`config.mk`:
```
export PLATFORM = sky130hd
export DESIGN_NAME = fetch_controller_flat
export DESIGN_NICKNAME = d
export VERILOG_FILES = /design/src/rtl/fetch_controller_pkg.sv /design/src/rtl/fetch_controller_if.sv /design/src/rtl/fetch_wait_timer.sv /design/src/rtl/fetch_controller.sv /design/src/flat_wrapper.sv
export SDC_FILE = /design/constraint.sdc
export NUM_CORES = 1
export LEC_CHECK = 0
export BUFFER_PORTS_ARGS = -buffer_cell sky130_fd_sc_hd__clkbuf_2
export CAP_MARGIN = 20
export CORE_MARGIN = 2
export CORE_UTILIZATION = 35
export CTS_CLUSTER_DIAMETER = 200
export CTS_CLUSTER_SIZE = 14
export DETAILED_ROUTE_END_ITERATION = 8
export GPL_ROUTABILITY_DRIVEN = 1
export GPL_TIMING_DRIVEN = 1
export HOLD_SLACK_MARGIN = 0.03
export PLACE_DENSITY = 0.63
export RECOVER_POWER = 25
export SLEW_MARGIN = 20
export SYNTH_ARGS = -nofsm -noshare
export SYNTH_HDL_FRONTEND = slang
export SYNTH_SLANG_ARGS = --single-unit
```
`constraint.sdc`:
```
create_clock -name clk -period 3.95 [get_ports clk]
set_input_delay 0.79 -clock clk [delete_from_list [all_inputs] [get_ports clk]]
set_output_delay 0.79 -clock clk [all_outputs]
set_load 0.01 [all_outputs]
```
`src/rtl/fetch_controller_pkg.sv`:
```
// Shared definitions for the instruction fetch controller: state encoding,
// reset vector and sequential address increment.
package fetch_controller_pkg;

  typedef enum logic [1:0] {
    IDLE     = 2'd0,
    FETCH    = 2'd1,
    STALL    = 2'd2,
    REDIRECT = 2'd3
  } fetch_state_e;

  localparam logic [31:0] RESET_VECTOR = 32'h0000_0000;
  localparam logic [31:0] PC_INCR      = 32'd4;
  localparam logic [31:0] ADDR_MASK    = 32'hFFFF_FFFC;

endpackage

```
`src/rtl/fetch_controller_if.sv`:
```
// Instruction-memory read bus between the fetch controller (master) and
// the instruction memory (slave).
interface fetch_controller_if;

  logic        mem_req;
  logic [31:0] mem_addr;
  logic        mem_ready;
  logic [31:0] mem_rdata;

  modport master (
    output mem_req,
    output mem_addr,
    input  mem_ready,
    input  mem_rdata
  );

  modport slave (
    input  mem_req,
    input  mem_addr,
    output mem_ready,
    output mem_rdata
  );

endinterface

```
`src/rtl/fetch_wait_timer.sv`:
```
// Counts consecutive un-acknowledged fetch cycles and raises a sticky
// timeout once MAX_WAIT of them have elapsed.
module fetch_wait_timer #(
  parameter int unsigned MAX_WAIT = 15
) (
  input  logic clk,
  input  logic rst,
  input  logic active_i,
  input  logic ready_i,
  output logic timeout_o
);

  localparam int CW = (MAX_WAIT < 1) ? 1 : $clog2(MAX_WAIT + 1);
  localparam logic [CW-1:0] LIMIT = CW'(MAX_WAIT);

  logic [CW-1:0] cnt_q, cnt_d;
  logic          err_q, err_d;

  always_comb begin
    cnt_d = '0;
    err_d = err_q;
    if (active_i && !ready_i) begin
      // Saturate so the count never wraps back below the limit.
      cnt_d = (cnt_q != LIMIT) ? cnt_q + CW'(1) : cnt_q;
      if (cnt_d == LIMIT) begin
        err_d = 1'b1;
      end
    end
  end

  always_ff @(posedge clk or posedge rst) begin
    if (rst) begin
      cnt_q <= '0;
      err_q <= 1'b0;
    end else begin
      cnt_q <= cnt_d;
      err_q <= err_d;
    end
  end

  assign timeout_o = err_q;

endmodule

```
`src/rtl/fetch_controller.sv`:
```
// Instruction fetch controller: sequential fetch, downstream stall,
// branch redirect with IF/ID flush, and memory timeout reporting.
module fetch_controller
  import fetch_controller_pkg::*;
#(
  parameter int unsigned MAX_WAIT = 15
) (
  input  logic                      clk,
  input  logic                      rst,
  input  logic                      freeze,
  input  logic                      Br_taken,
  input  logic [31:0]               Br_Addr,
  fetch_controller_if.master        mem,
  output logic [31:0]               PC,
  output logic [31:0]               Instruction,
  output logic                      inst_valid,
  output logic                      flush,
  output logic                      fetch_err
);

  fetch_state_e state_q, state_d;
  logic [31:0]  fetch_addr_q, fetch_addr_d;
  logic [31:0]  pc_q, pc_d;
  logic [31:0]  instr_q, instr_d;
  logic         valid_q, valid_d;
  logic         capture;

  always_comb begin
    state_d      = state_q;
    fetch_addr_d = fetch_addr_q;
    pc_d         = pc_q;
    instr_d      = instr_q;
    valid_d      = valid_q;
    capture      = 1'b0;

    if (Br_taken) begin
      state_d      = REDIRECT;
      fetch_addr_d = Br_Addr & ADDR_MASK;
      valid_d      = 1'b0;
    end else begin
      case (state_q)
        IDLE:     state_d = FETCH;
        FETCH: begin
          // A returned word is only taken if the held one is free to move on;
          // otherwise it is dropped and the same address is fetched again.
          capture = mem.mem_ready && !(valid_q && freeze);
          if (capture) begin
            instr_d      = mem.mem_rdata;
            pc_d         = fetch_addr_q + PC_INCR;
            fetch_addr_d = fetch_addr_q + PC_INCR;
            valid_d      = 1'b1;
            state_d      = freeze ? STALL : FETCH;
          end else if (valid_q) begin
            if (freeze) begin
              state_d = STALL;
            end else begin
              valid_d = 1'b0;
            end
          end
        end
        STALL:    if (!freeze) state_d = FETCH;
        REDIRECT: state_d = FETCH;
        default:  state_d = IDLE;
      endcase
    end
  end

  always_ff @(posedge clk or posedge rst) begin
    if (rst) begin
      state_q      <= IDLE;
      fetch_addr_q <= RESET_VECTOR;
      pc_q         <= '0;
      instr_q      <= '0;
      valid_q      <= 1'b0;
    end else begin
      state_q      <= state_d;
      fetch_addr_q <= fetch_addr_d;
      pc_q         <= pc_d;
      instr_q      <= instr_d;
      valid_q      <= valid_d;
    end
  end

  fetch_wait_timer #(
    .MAX_WAIT (MAX_WAIT)
  ) u_wait_timer (
    .clk       (clk),
    .rst       (rst),
    .active_i  (state_q == FETCH),
    .ready_i   (mem.mem_ready),
    .timeout_o (fetch_err)
  );

  assign mem.mem_req  = (state_q == FETCH);
  assign mem.mem_addr = fetch_addr_q;
  assign PC           = pc_q;
  assign Instruction  = instr_q;
  assign inst_valid   = valid_q;
  assign flush        = (state_q == REDIRECT);

endmodule

```
`src/flat_wrapper.sv`:
```
// flat-port wrapper written by rule: the top's interface ports become plain ports
module fetch_controller_flat import fetch_controller_pkg::*;
#(
  parameter int unsigned MAX_WAIT = 15
)
  (clk, rst, freeze, Br_taken, Br_Addr, PC, Instruction, inst_valid, flush, fetch_err, mem_mem_req, mem_mem_addr, mem_mem_ready, mem_mem_rdata);
  fetch_controller_if mem_i ();
  input  logic clk;
  input  logic rst;
  input  logic freeze;
  input  logic Br_taken;
  input  logic [31:0] Br_Addr;
  output logic [31:0] PC;
  output logic [31:0] Instruction;
  output logic inst_valid;
  output logic flush;
  output logic fetch_err;
  output wire logic [$bits(mem_i.mem_req)-1:0] mem_mem_req;
  output wire logic [$bits(mem_i.mem_addr)-1:0] mem_mem_addr;
  input wire logic [$bits(mem_i.mem_ready)-1:0] mem_mem_ready;
  input wire logic [$bits(mem_i.mem_rdata)-1:0] mem_mem_rdata;
  assign mem_mem_req = mem_i.mem_req;
  assign mem_mem_addr = mem_i.mem_addr;
  assign mem_i.mem_ready = mem_mem_ready;
  assign mem_i.mem_rdata = mem_mem_rdata;
  fetch_controller #(.MAX_WAIT(MAX_WAIT)) u_core (.clk(clk), .rst(rst), .freeze(freeze), .Br_taken(Br_taken), .Br_Addr(Br_Addr), .mem(mem_i), .PC(PC), .Instruction(Instruction), .inst_valid(inst_valid), .flush(flush), .fetch_err(fetch_err));
endmodule
```
==> flow_summary.yaml, run 1 <==
placement:
  dp_cells: 787
  hpwl_um: 8665
  gp_congestion: 0.8401
  portBuffers: 162
pwr:
  ir_drop_mv: 0.1759
  power_mw: 3.032
  power_density_nw_per_um2: 495.3
  leakage_nw: 2.779
synth:
  synth_compound_area_frac: 0.07316
  synth_xor_xnor_area_share: 0.1039
  async_reset_ff_frac: 1.000
  synth_top_area_frac: 0.5207
  synth_area_um2: 4806
  yosysTopAreaCell: "dfrtp_1"
  ys_warn_count: 0
  synthCells: 467
  synth_area_per_cell_um2: 10.29
  yosysSeqAreaShare: 0.5207
  ys_ff_latch: 100
  synth_most_common_cell: "dfrtp_1"
  synth_edf_count: 0
  synth_area_leaders: "dfrtp_1, mux2_2, xor2_1, nand2_1, xnor2_1"
  ys.flop_type: "dfrtp_1"
  synth_commonest_cells: "dfrtp_1, nand2_1, nor2_1"
  synthAdderAreaFrac: 0.005207
  synth_top_family_by_area: "simple AND/OR/NAND/NOR gates"
  synthDistinctLibCells: 38
  synthMuxAreaShare: 0.08383
  post_synth_and_or_nand_nor_area_fraction: 0.1778
timing:
  finalHoldViolations: 0
  relSlewSlack: -0.1699
  fin_tns_setup_ps: 0
  max_freq_mhz: 425.8
  finalCritPeriodShare: 0.5946
  rsz0062_at_grt: "false"
  fin_crit_ps: 2349
  setup_viol: 0
  worst_slew_pin_slew_ps: 1751
  maxSlewViolCount: 82
  skew_ps: 6.893
drt:
  finalWirelength_um: 11980
  routed-via-count: 3903
  wl_met2_um: 5544
  top_layer_used: "met4"
  dr_wl_met3_um: 791
  drcViolationCount: 0
  routed_via_density: 4.867
  drtIter0Drc: 223
  drt-wirelength-per-cell_um: 14.94
  drt_first_pass_iters: 5
  drtAntennaViolNets: 0
  drt-met1-wl_um: 5281
floorplanning:
  core_area_um2: 13350
  dieWidth_um: 121.2
  ios: 169
  fp-row-count: 42
  dieArea_um2: 14680
  die_h_um: 121.2
  start_util: 0.3600
worst_setup_path:
  reg2regPathDepth: 6
  timing.rr.end: "u_core.mem.mem_addr[31]"
  slowest_stage: "nor4_4"
  slowest_delay_ps: 580
  cp-end-kind: "register"
  r2r_slack_ps: 1600
  crit_buf_inv: 1
  crit_path_start_kind: "register"
  r2r_start: "u_core.mem.mem_addr[4]"
  critPathTopFamily: "simple AND/OR/NAND/NOR gates"
  worstPathMaxFanout: 10
  crit_type: "reg2reg"
  critPathRequiredTime_ps: 4180
  cp.arrival_ps: 2580
  cp_cell_sequence: "nand4_2 > nor4_4 > buf_4 > and4_1 > a21oi_1 > o31a_1"
clock_network:
  clk_pin_slew_worst_paths_ps: 70
  cts_root_buf: "clkbuf_16"
  cts_max_level: 3
  worstSkewPairLatency_ps: 350
  cts_buffers: 9
  clock_path_buffers: 2
  postCtsSetupBuffers: 0
  cts.sinks: 100
  postCtsHoldBufs: 0
  cts_tree: "built"
  postCtsResizedCells: 0
finish:
  drive_above_1_share: 0.3706
  syn_to_final_growth_pct: 27.36
  fin_cells: 802
  fill_cells: 1273
  nets: 693
  antenna_cells: 0
global_route:
  grt_usage: 0.1660
  antenna_found_initial: 0
  grt_pass1_wl_um: 19180
  overflow: 0
  grt_pass1_vias: 3861
  grt_start_max_net_pins: 82
run_status:
  violations: "max-capacitance violations, max-slew violations"
  status: "complete, but fails checks"
worst_hold_path:
  holdPathEnd: "u_core.u_wait_timer.timeout_o"
  hp-class: "reg2reg"
  worst_hold_path.num_cells: 1
  hp-start: "u_core.u_wait_timer.timeout_o"
flow_run:
  drv_cap: 1
-- registers in the layout (all words and copies together) (netlist names) --
name                           cells
u_core.inst_valid                  1
u_core.u_wait_timer.timeout_o      1
u_core.PC                         30
u_core.Instruction                32
u_core.state_q                     2
u_core.mem.mem_addr               30
u_core.u_wait_timer.cnt_q          4
-- per-layer routing --
metal / up-vias / global-route usage
li1: 1885 / -
met1: 1865 / 0.2211
met2: 128 / 0.2525
met3: 25 / 0.03994
met4: 0 / 0.08261
met5: - / 0
-- worst max-delay path by stage --
stage	from	to	slack [ps]	cells after the start
3_5_place_dp	mem_mem_ready	u_core.Instruction[27]	1440	6
6_report	u_core.mem.mem_addr[4]	u_core.mem.mem_addr[31]	1600	6
5_1_grt	u_core.mem.mem_addr[4]	u_core.mem.mem_addr[31]	1440	6
4_1_cts	u_core.mem.mem_addr[4]	u_core.mem.mem_addr[31]	1640	6
3_3_place_gp	mem_mem_ready	u_core.Instruction[5]	1470	6
2_1_floorplan	rst	u_core.Instruction[0]	540	1
-- layout make-up --
class | instances | area [um^2] | area share
Multi-Input combinational cell | 334 | 2160 | 0.3528
Inverter | 7 | 30.03 | 0.004906
Timing Repair Buffer | 170 | 869.6 | 0.1421
Sequential cell | 100 | 2502 | 0.4088
Clock buffer | 10 | 239.0 | 0.03904
Clock inverter | 5 | 100.1 | 0.01635
Tap cell | 176 | 220.2 | 0.03598
-- power by group --
| group | internal, mW | switching [mW] |
|---|---|---|
| Sequential | 1.22 | 0.146 |
| Clock | 0.631 | 0.380 |
| Combinational | 0.309 | 0.347 |
-- kinds of logic after synthesis --
logic type	count (synthesis)
AOI/OAI and AO/OA	68
xor gates and xnor gates	57
adders and majority gates	2
buffers and inverters	36
DFF	100
muxes	36
other	1
and+or+nand+nor	167
-- through the flow --
stage,utilization,setup WS (ps),cell area [um^2],hold slack [ps]
after detailed placement,0.4332,1442,5782,464.9
after floorplan,-,541.2,4817,511.7
after global routing,0.4586,1442,6121,501.6
final,0.4586,1601,6121,472.8
after global placement,0.4332,1473,5782,469.4
after CTS,0.4586,1637,6121,480.4
-- cells in the final DEF, fill, tap and decap left out, types with 3 or more instances in the layout --
master	synthesis	routed
or2_2	3	3
and3_1	4	4
nor2_1	40	39
nand2b_1	6	6
conb_1	1	4
a21oi_1	30	29
nor3_1	7	7
o21ai_1	16	16
nand2_1	51	51
nand3_1	23	23
xor2_1	37	37
o21ai_0	18	18
and2_1	5	5
xnor2_1	20	20
bufinv_16	0	3
nand4_1	15	15
clkbuf_2	0	161
buf_4	5	8
inv_1	7	6
clkbuf_16	0	9
mux2_2	34	34
and4_1	3	3
dfrtp_1	100	100
-- worst register-to-register path, delay by kind of cell, from the launching register on --
family / cells / cell delay, ps
AND/OR/NAND/NOR: 3 / 1090
flip-flops: 1 / 500
AO/OA/AOI/OAI: 2 / 360
buffers and inverters: 1 / 280
Power figures use the tool's default switching activity.
==> run 2, diff against run 1 <==
--- a/config.mk
+++ b/config.mk
@@ -5,6 +5,7 @@
 export SDC_FILE = /design/constraint.sdc
 export NUM_CORES = 1
 export LEC_CHECK = 0
+export ABC_AREA = 1
 export BUFFER_PORTS_ARGS = -buffer_cell sky130_fd_sc_hd__clkbuf_2
 export CAP_MARGIN = 20
 export CORE_MARGIN = 2
@@ -15,7 +16,7 @@
 export GPL_ROUTABILITY_DRIVEN = 1
 export GPL_TIMING_DRIVEN = 1
 export HOLD_SLACK_MARGIN = 0.03
-export PLACE_DENSITY = 0.63
+export PLACE_DENSITY = 0.66
 export RECOVER_POWER = 25
 export SLEW_MARGIN = 20
 export SYNTH_ARGS = -nofsm -noshare
==> constraint.sdc (replaced) <==
create_clock -name clk -period 2.06 [get_ports clk]
set_input_delay 0.412 -clock clk [delete_from_list [all_inputs] [get_ports clk]]
set_output_delay 0.412 -clock clk [all_outputs]
set_load 0.01 [all_outputs]
==> run 2 against run 1 <==
  * The run now ends clean
  * Synthesized cell count increased by 29%
  * Count of clock-buffer cells in the layout is the same
  * Synthesized area fell by 0.78%
  * Final cell count increased by 18%
  * Setup slack got worse by 1200 ps
  * Core utilization is 0.30 points lower
  * Clock skew is essentially flat
  * Largest power group unchanged
==> flow_summary.yaml, run 2 <==
clock_network:
  cts.sinks: 100
  cts_tree: "built"
  cts_root_buf: "clkbuf_16"
  cts_buffers: 9
  clock_path_buffers: 2
  worstSkewPairLatency_ps: 340
  postCtsHoldBufs: 0
  clk_pin_slew_worst_paths_ps: 70
  cts_max_level: 3
  postCtsSetupBuffers: 0
  postCtsResizedCells: 0
worst_setup_path:
  r2r_start: "u_core.mem.mem_addr[3]"
  r2r_slack_ps: 390
  timing.rr.end: "u_core.mem.mem_addr[16]"
  cp-end-kind: "register"
  crit_buf_inv: 0
  crit_type: "reg2reg"
  critPathRequiredTime_ps: 2280
  cp.arrival_ps: 1890
  cp_cell_sequence: "ha_1 > nand2_2 > nor2_4 > nand2_1 > nor2_1 > nand2_1 > nand3_1 > nand3_1"
  slowest_delay_ps: 400
  slowest_stage: "dfrtp_1"
  crit_path_start_kind: "register"
  reg2regPathDepth: 8
  worstPathMaxFanout: 4
  critPathTopFamily: "simple AND/OR/NAND/NOR gates"
pwr:
  clockPowerShare: 0.268
  power.share.switching: 0.3398
  cell_internal_pwr_mw: 4.213
  power_frac_comb: 0.274
  power_density_nw_per_um2: 1054
  switching_power_mw: 2.169
  ir_drop_mv: 0.4579
  power_frac_seq: 0.457
  leakage_nw: 3.312
drt:
  top_layer_used: "met4"
  routed_via_density: 4.653
  wl_met2_um: 6034
  drt-met1-wl_um: 5769
  drt_first_pass_iters: 4
  drcViolationCount: 0
  dr_wl_met3_um: 901
  routed-via-count: 4402
  drtIter0Drc: 192
  drtAntennaViolNets: 0
  finalWirelength_um: 12810
  drt-wirelength-per-cell_um: 13.54
floorplanning:
  ios: 169
  dieArea_um2: 14570
  dieWidth_um: 120.7
  fp-row-count: 42
  start_util: 0.3586
  core_area_um2: 13300
  die_h_um: 120.7
timing:
  skew_ps: 6.394
  finalCritPeriodShare: 0.8097
  fin_tns_setup_ps: 0
  setup_viol: 0
  maxSlewViolCount: 0
  relSlewSlack: 0.09697
  rsz0062_at_grt: "false"
  finalHoldViolations: 0
  worst_slew_pin_slew_ps: 1355
  fin_crit_ps: 1668
  max_freq_mhz: 599.5
synth:
  ys.flop_type: "dfrtp_1"
  synthAdderAreaFrac: 0.005248
  yosysTopAreaCell: "dfrtp_1"
  synth_area_um2: 4768
  synth_top_area_frac: 0.5248
  synth_compound_area_frac: 0.05091
  synth_area_per_cell_um2: 7.908
  synth_edf_count: 0
  post_synth_and_or_nand_nor_area_fraction: 0.3569
  ys_ff_latch: 100
  synth_xor_xnor_area_share: 0.01102
  ys_warn_count: 0
  synthMuxAreaShare: 0
  synth_commonest_cells: "nand2_1, dfrtp_1, nand3_1"
  synth_most_common_cell: "nand2_1"
  yosysSeqAreaShare: 0.5248
  synthCells: 603
  async_reset_ff_frac: 1.000
  synthDistinctLibCells: 31
  synth_area_leaders: "dfrtp_1, nand2_1, nand3_1, nor2_1, inv_1"
  synth_top_family_by_area: "simple AND/OR/NAND/NOR gates"
global_route:
  antenna_found_initial: 0
  grt_pass1_wl_um: 21290
  grt_pass1_vias: 4260
  grt_start_max_net_pins: 101
  grt_usage: 0.1846
  overflow: 0
placement:
  hpwl_um: 9398
  dp_cells: 930
  portBuffers: 162
  gp_congestion: 0.8416
finish:
  drive_above_1_share: 0.2727
  largest_reg_flops: 32
  layout_commonest_cell: "nand2_1"
  final_core_util: 0.4556
  fill_cells: 1344
  syn_to_final_growth_pct: 27.03
  antenna_cells: 0
  fin_cells: 946
  nets: 836
  layout_common_cells: "nand2_1, clkbuf_2, dfrtp_1"
run_status:
  status: "complete, no violations"
flow_run:
  drv_cap: 0
worst_hold_path:
  worst_hold_path.num_cells: 3
  hp-start: "mem_mem_rdata[27]"
  holdPathEnd: "u_core.Instruction[27]"
  hp-class: "in2reg"
run 2: changes by cell type in the layout (fill, tap and decap cells not counted), moves of 15 or more:
cell and change:
xor2_1 -35, mux2_2 -34, nand2_1 +231, a21oi_1 -28
nand3_1 +29, inv_1 +24, xnor2_1 -16, o21ai_1 -15
run 2: kinds of logic after synthesis:
family / Yosys count
adder cells (fa/ha/maj): 2
buffers and inverters: 56
AND/OR/NAND/NOR: 404
flip-flops: 100
AO/OA/AOI/OAI: 34
other: 1
XOR/XNOR: 6
run 2: worst max-delay path by stage:
stage,start,to,slack (ps),depth (start not counted)
detailed placement,Br_taken,u_core.mem.mem_addr[4],330,6
global route,u_core.mem.mem_addr[3],u_core.mem.mem_addr[16],290,8
global placement,Br_taken,u_core.mem.mem_addr[4],370,6
CTS,u_core.mem.mem_addr[3],u_core.mem.mem_addr[16],350,8
floorplan,rst,u_core.Instruction[0],460,1
finish,u_core.mem.mem_addr[3],u_core.mem.mem_addr[16],390,8
run 2: worst register-to-register path, stage by stage (launching register included):
cell and delay [ps]:
dfrtp_1 400, ha_1 220, nand2_2 100, nor2_4 140
nand2_1 130, nor2_1 290, nand2_1 90, nand3_1 120
nand3_1 80
run 2: power by group through the flow:
stage	clock network, mW	registers, mW	logic (mW)
after floorplan	0	3.14	0.732
after global placement	0	2.94	1.76
after detailed placement	0	2.93	1.80
after CTS	1.76	2.92	1.79
after global routing	1.83	3.00	2.00
final	1.71	2.92	1.75
run 2: area by class of cell:
class | count | area [um^2] | share of cell area
Clock buffer | 10 | 239.0 | 0.03945
Clock inverter | 6 | 61.31 | 0.01012
Inverter | 35 | 135.1 | 0.02231
Multi-Input combinational cell | 450 | 2037 | 0.3363
Sequential cell | 100 | 2502 | 0.4131
Tap cell | 176 | 220.2 | 0.03636
Timing Repair Buffer | 169 | 862.1 | 0.1423
run 2: stage by stage:
step | cell area, um^2 | hold slack, ps | setup slack [ps] | power [mW]
finish | 6057 | 260.8 | 392.1 | 6.382
global route | 6057 | 266.0 | 285.7 | 6.834
CTS | 6071 | 243.0 | 353.7 | 6.477
detailed placement | 5771 | 455.6 | 326.6 | 4.736
global placement | 5771 | 447.7 | 372.3 | 4.699
floorplan | 4783 | 500.0 | 458.4 | 3.869
run 2: routing by layer:
layer / GRT usage / up-vias
li1: - / 2207
met1: 0.2400 / 2046
met2: 0.3069 / 142
met3: 0.04481 / 7
met4: 0.05160 / 0
met5: 0 / -
==> run 3, diff against run 2 <==
==> constraint.sdc (replaced) <==
create_clock -name clk -period 1.5 [get_ports clk]
set_input_delay 0.3 -clock clk [delete_from_list [all_inputs] [get_ports clk]]
set_output_delay 0.3 -clock clk [all_outputs]
set_load 0.01 [all_outputs]
==> run 3 against run 2 <==
  * Count of clock-buffer cells in the layout increased by 1
  * Total power increased by 44%
  * Clock power increased by 48%
  * Sequential share of layout area decreased by 3.1 points
  * Setup slack got worse by 390 ps
  * Die area unchanged
  * Sequential power increased by 36%
  * Design area increased by 8.5%
  * Sequential cell count unchanged
  * Via count increased by 4.0%
  * Fmax increased by 11%
  * Critical path type unchanged
  * Critical endpoint is now u_core.mem.mem_addr[22]
==> flow_summary.yaml, run 3 (synthesis gave the netlist of run 2 again) <==
run_status:
  status: "complete, no violations"
timing:
  fin_crit_ps: 1498
  fin_tns_setup_ps: 0
  relSlewSlack: 0.1556
  max_freq_mhz: 667.6
  fin_ws_ps: 2.048
  finalCritPeriodShare: 0.9986
  setup_viol: 0
  rsz0062_at_grt: "true"
  skew_ps: 5.347
  finalHoldViolations: 0
  worst_slew_pin_slew_ps: 1267
  maxSlewViolCount: 0
drt:
  drtIter0Drc: 224
  finalWirelength_um: 13670
  drtAntennaViolNets: 0
  routed_via_density: 4.661
  drcViolationCount: 0
  drt_first_pass_iters: 5
  drt-wirelength-per-cell_um: 13.92
  routed-via-count: 4577
worst_setup_path:
  crit_path_start_kind: "register"
  timing.rr.end: "u_core.mem.mem_addr[22]"
  r2r_slack_ps: 2
  crit_type: "reg2reg"
  r2r_start: "u_core.mem.mem_addr[2]"
  worstPathMaxFanout: 6
  critPathRequiredTime_ps: 1740
  cp-end-kind: "register"
  crit_start: "u_core.mem.mem_addr[2]"
  cp-endpoint: "u_core.mem.mem_addr[22]"
  cp.arrival_ps: 1740
  reg2regPathDepth: 8
pwr:
  leakage_nw: 3.540
  power_frac_comb: 0.293
  clockPowerShare: 0.276
  cell_internal_pwr_mw: 6.082
  ir_drop_mv: 0.6651
  switching_power_mw: 3.088
  power_density_nw_per_um2: 1396
  power_frac_seq: 0.432
  power.share.switching: 0.3367
finish:
  nets: 872
  drive_above_1_share: 0.3449
  layout_common_cells: "nand2_1, clkbuf_2, dfrtp_1"
  final_core_util: 0.4942
  syn_to_final_growth_pct: 37.79
  fill_cells: 1306
  layout_commonest_cell: "nand2_1"
  postLayoutCellArea_um2: 6570
  largest_reg_flops: 32
  antenna_cells: 0
floorplanning:
  dieWidth_um: 120.7
  dieArea_um2: 14570
  start_util: 0.3586
  die_h_um: 120.7
  ios: 169
  core_area_um2: 13300
  fp-row-count: 42
placement:
  hpwl_um: 9822
  gp_congestion: 0.8740
  portBuffers: 162
  place_ws_ps: -13.06
  placed_cell_area_um2: 6076
global_route:
  grt_start_max_net_pins: 101
  grt.met1_usage: 0.2514
  use_met2: 0.3093
  busiest_layer: "met2"
  overflow: 0
  grt_use_met3: 0.04623
  grt_pass1_vias: 4300
  grt_usage: 0.1904
  grt_pass1_wl_um: 21800
  antenna_found_initial: 0
clock_network:
  worstSkewPairLatency_ps: 350
  cts_tree: "built"
  postCtsHoldBufs: 0
  cts.sinks: 100
  cts_root_buf: "clkbuf_16"
  cts_max_level: 3
  cts_buffers: 9
  clk_pin_slew_worst_paths_ps: 70
  clock_path_buffers: 2
worst_hold_path:
  worst_hold_path.num_cells: 3
  hp-class: "in2reg"
flow_run:
  drv_cap: 0
-- run 3: cell count changes in the layout (fill, tap and decap cells not counted), moves of 2 or more --
cell	change
nand2_2	+5
nand3_1	-15
dfrtp_1	-7
clkbuf_1	+2
nor2_1	-3
clkinv_2	-3
buf_4	+31
nor2_4	+4
dfrtp_2	+7
buf_12	+4
nand3_2	+15
nand2_1	-6
-- run 3: what timing repair did --
item	CTS	global route
endpoints found under the setup margin	3	50
gates cloned	0	1
setup buffers	0	1
resized for setup	3	40
pin swaps	3	9
-- run 3: layout make-up --
class	instances	area [um^2]	share of cell area
clock inverter	5	85.08	0.01295
inverter	35	140.1	0.02133
sequential	100	2511	0.3822
clock buffer	11	232.7	0.03542
tap	176	220.2	0.03352
multi-input combinational	450	2177	0.3314
timing repair buffer	205	1204	0.1832
-- run 3: worst min path at each step --
stage                                   from                       endpoint  slack [ps]
2_1_floorplan               mem_mem_rdata[0]          u_core.Instruction[0]         410
3_5_place_dp   u_core.u_wait_timer.timeout_o  u_core.u_wait_timer.timeout_o         450
3_3_place_gp   u_core.u_wait_timer.timeout_o  u_core.u_wait_timer.timeout_o         450
6_report                   mem_mem_rdata[11]         u_core.Instruction[11]         140
5_1_grt                    mem_mem_rdata[25]         u_core.Instruction[25]         140
4_1_cts                                  rst                   u_core.PC[8]         120
-- run 3: per-layer routing --
layer | vias to the layer above | routed length, um
li1 | 2278 | -
met1 | 2133 | 6032
met2 | 153 | 6570
met3 | 13 | 883
met4 | 0 | 180
met5 | - | 0
-- run 3: power by group through the flow --
stage          clock network [mW]  registers, mW  logic, mW
2_1_floorplan                   0           4.31       1.00
4_1_cts                      2.57           3.96       2.69
3_5_place_dp                    0           3.97       2.69
6_report                     2.53           3.96       2.68
5_1_grt                      2.68           4.07       3.02
3_3_place_gp                    0           3.99       2.63
-- run 3: metrics by stage --
step | cells | hold slack (ps) | total power, mW
floorplan | 606 | 409.6 | 5.314
global placement | 964 | 448.3 | 6.622
detailed placement | 964 | 454.6 | 6.664
CTS | 980 | 119.0 | 9.210
global route | 982 | 139.6 | 9.761
finish | 982 | 135.4 | 9.170
-- run 3: worst max-delay path, cell delays in order, from the launching register on --
cell	delay (ps)
dfrtp_1	370
ha_2	190
nand2_2	80
nor2_4	180
nand2_4	120
nor2_4	190
nand3_1	110
nand3_2	100
nand2_1	50
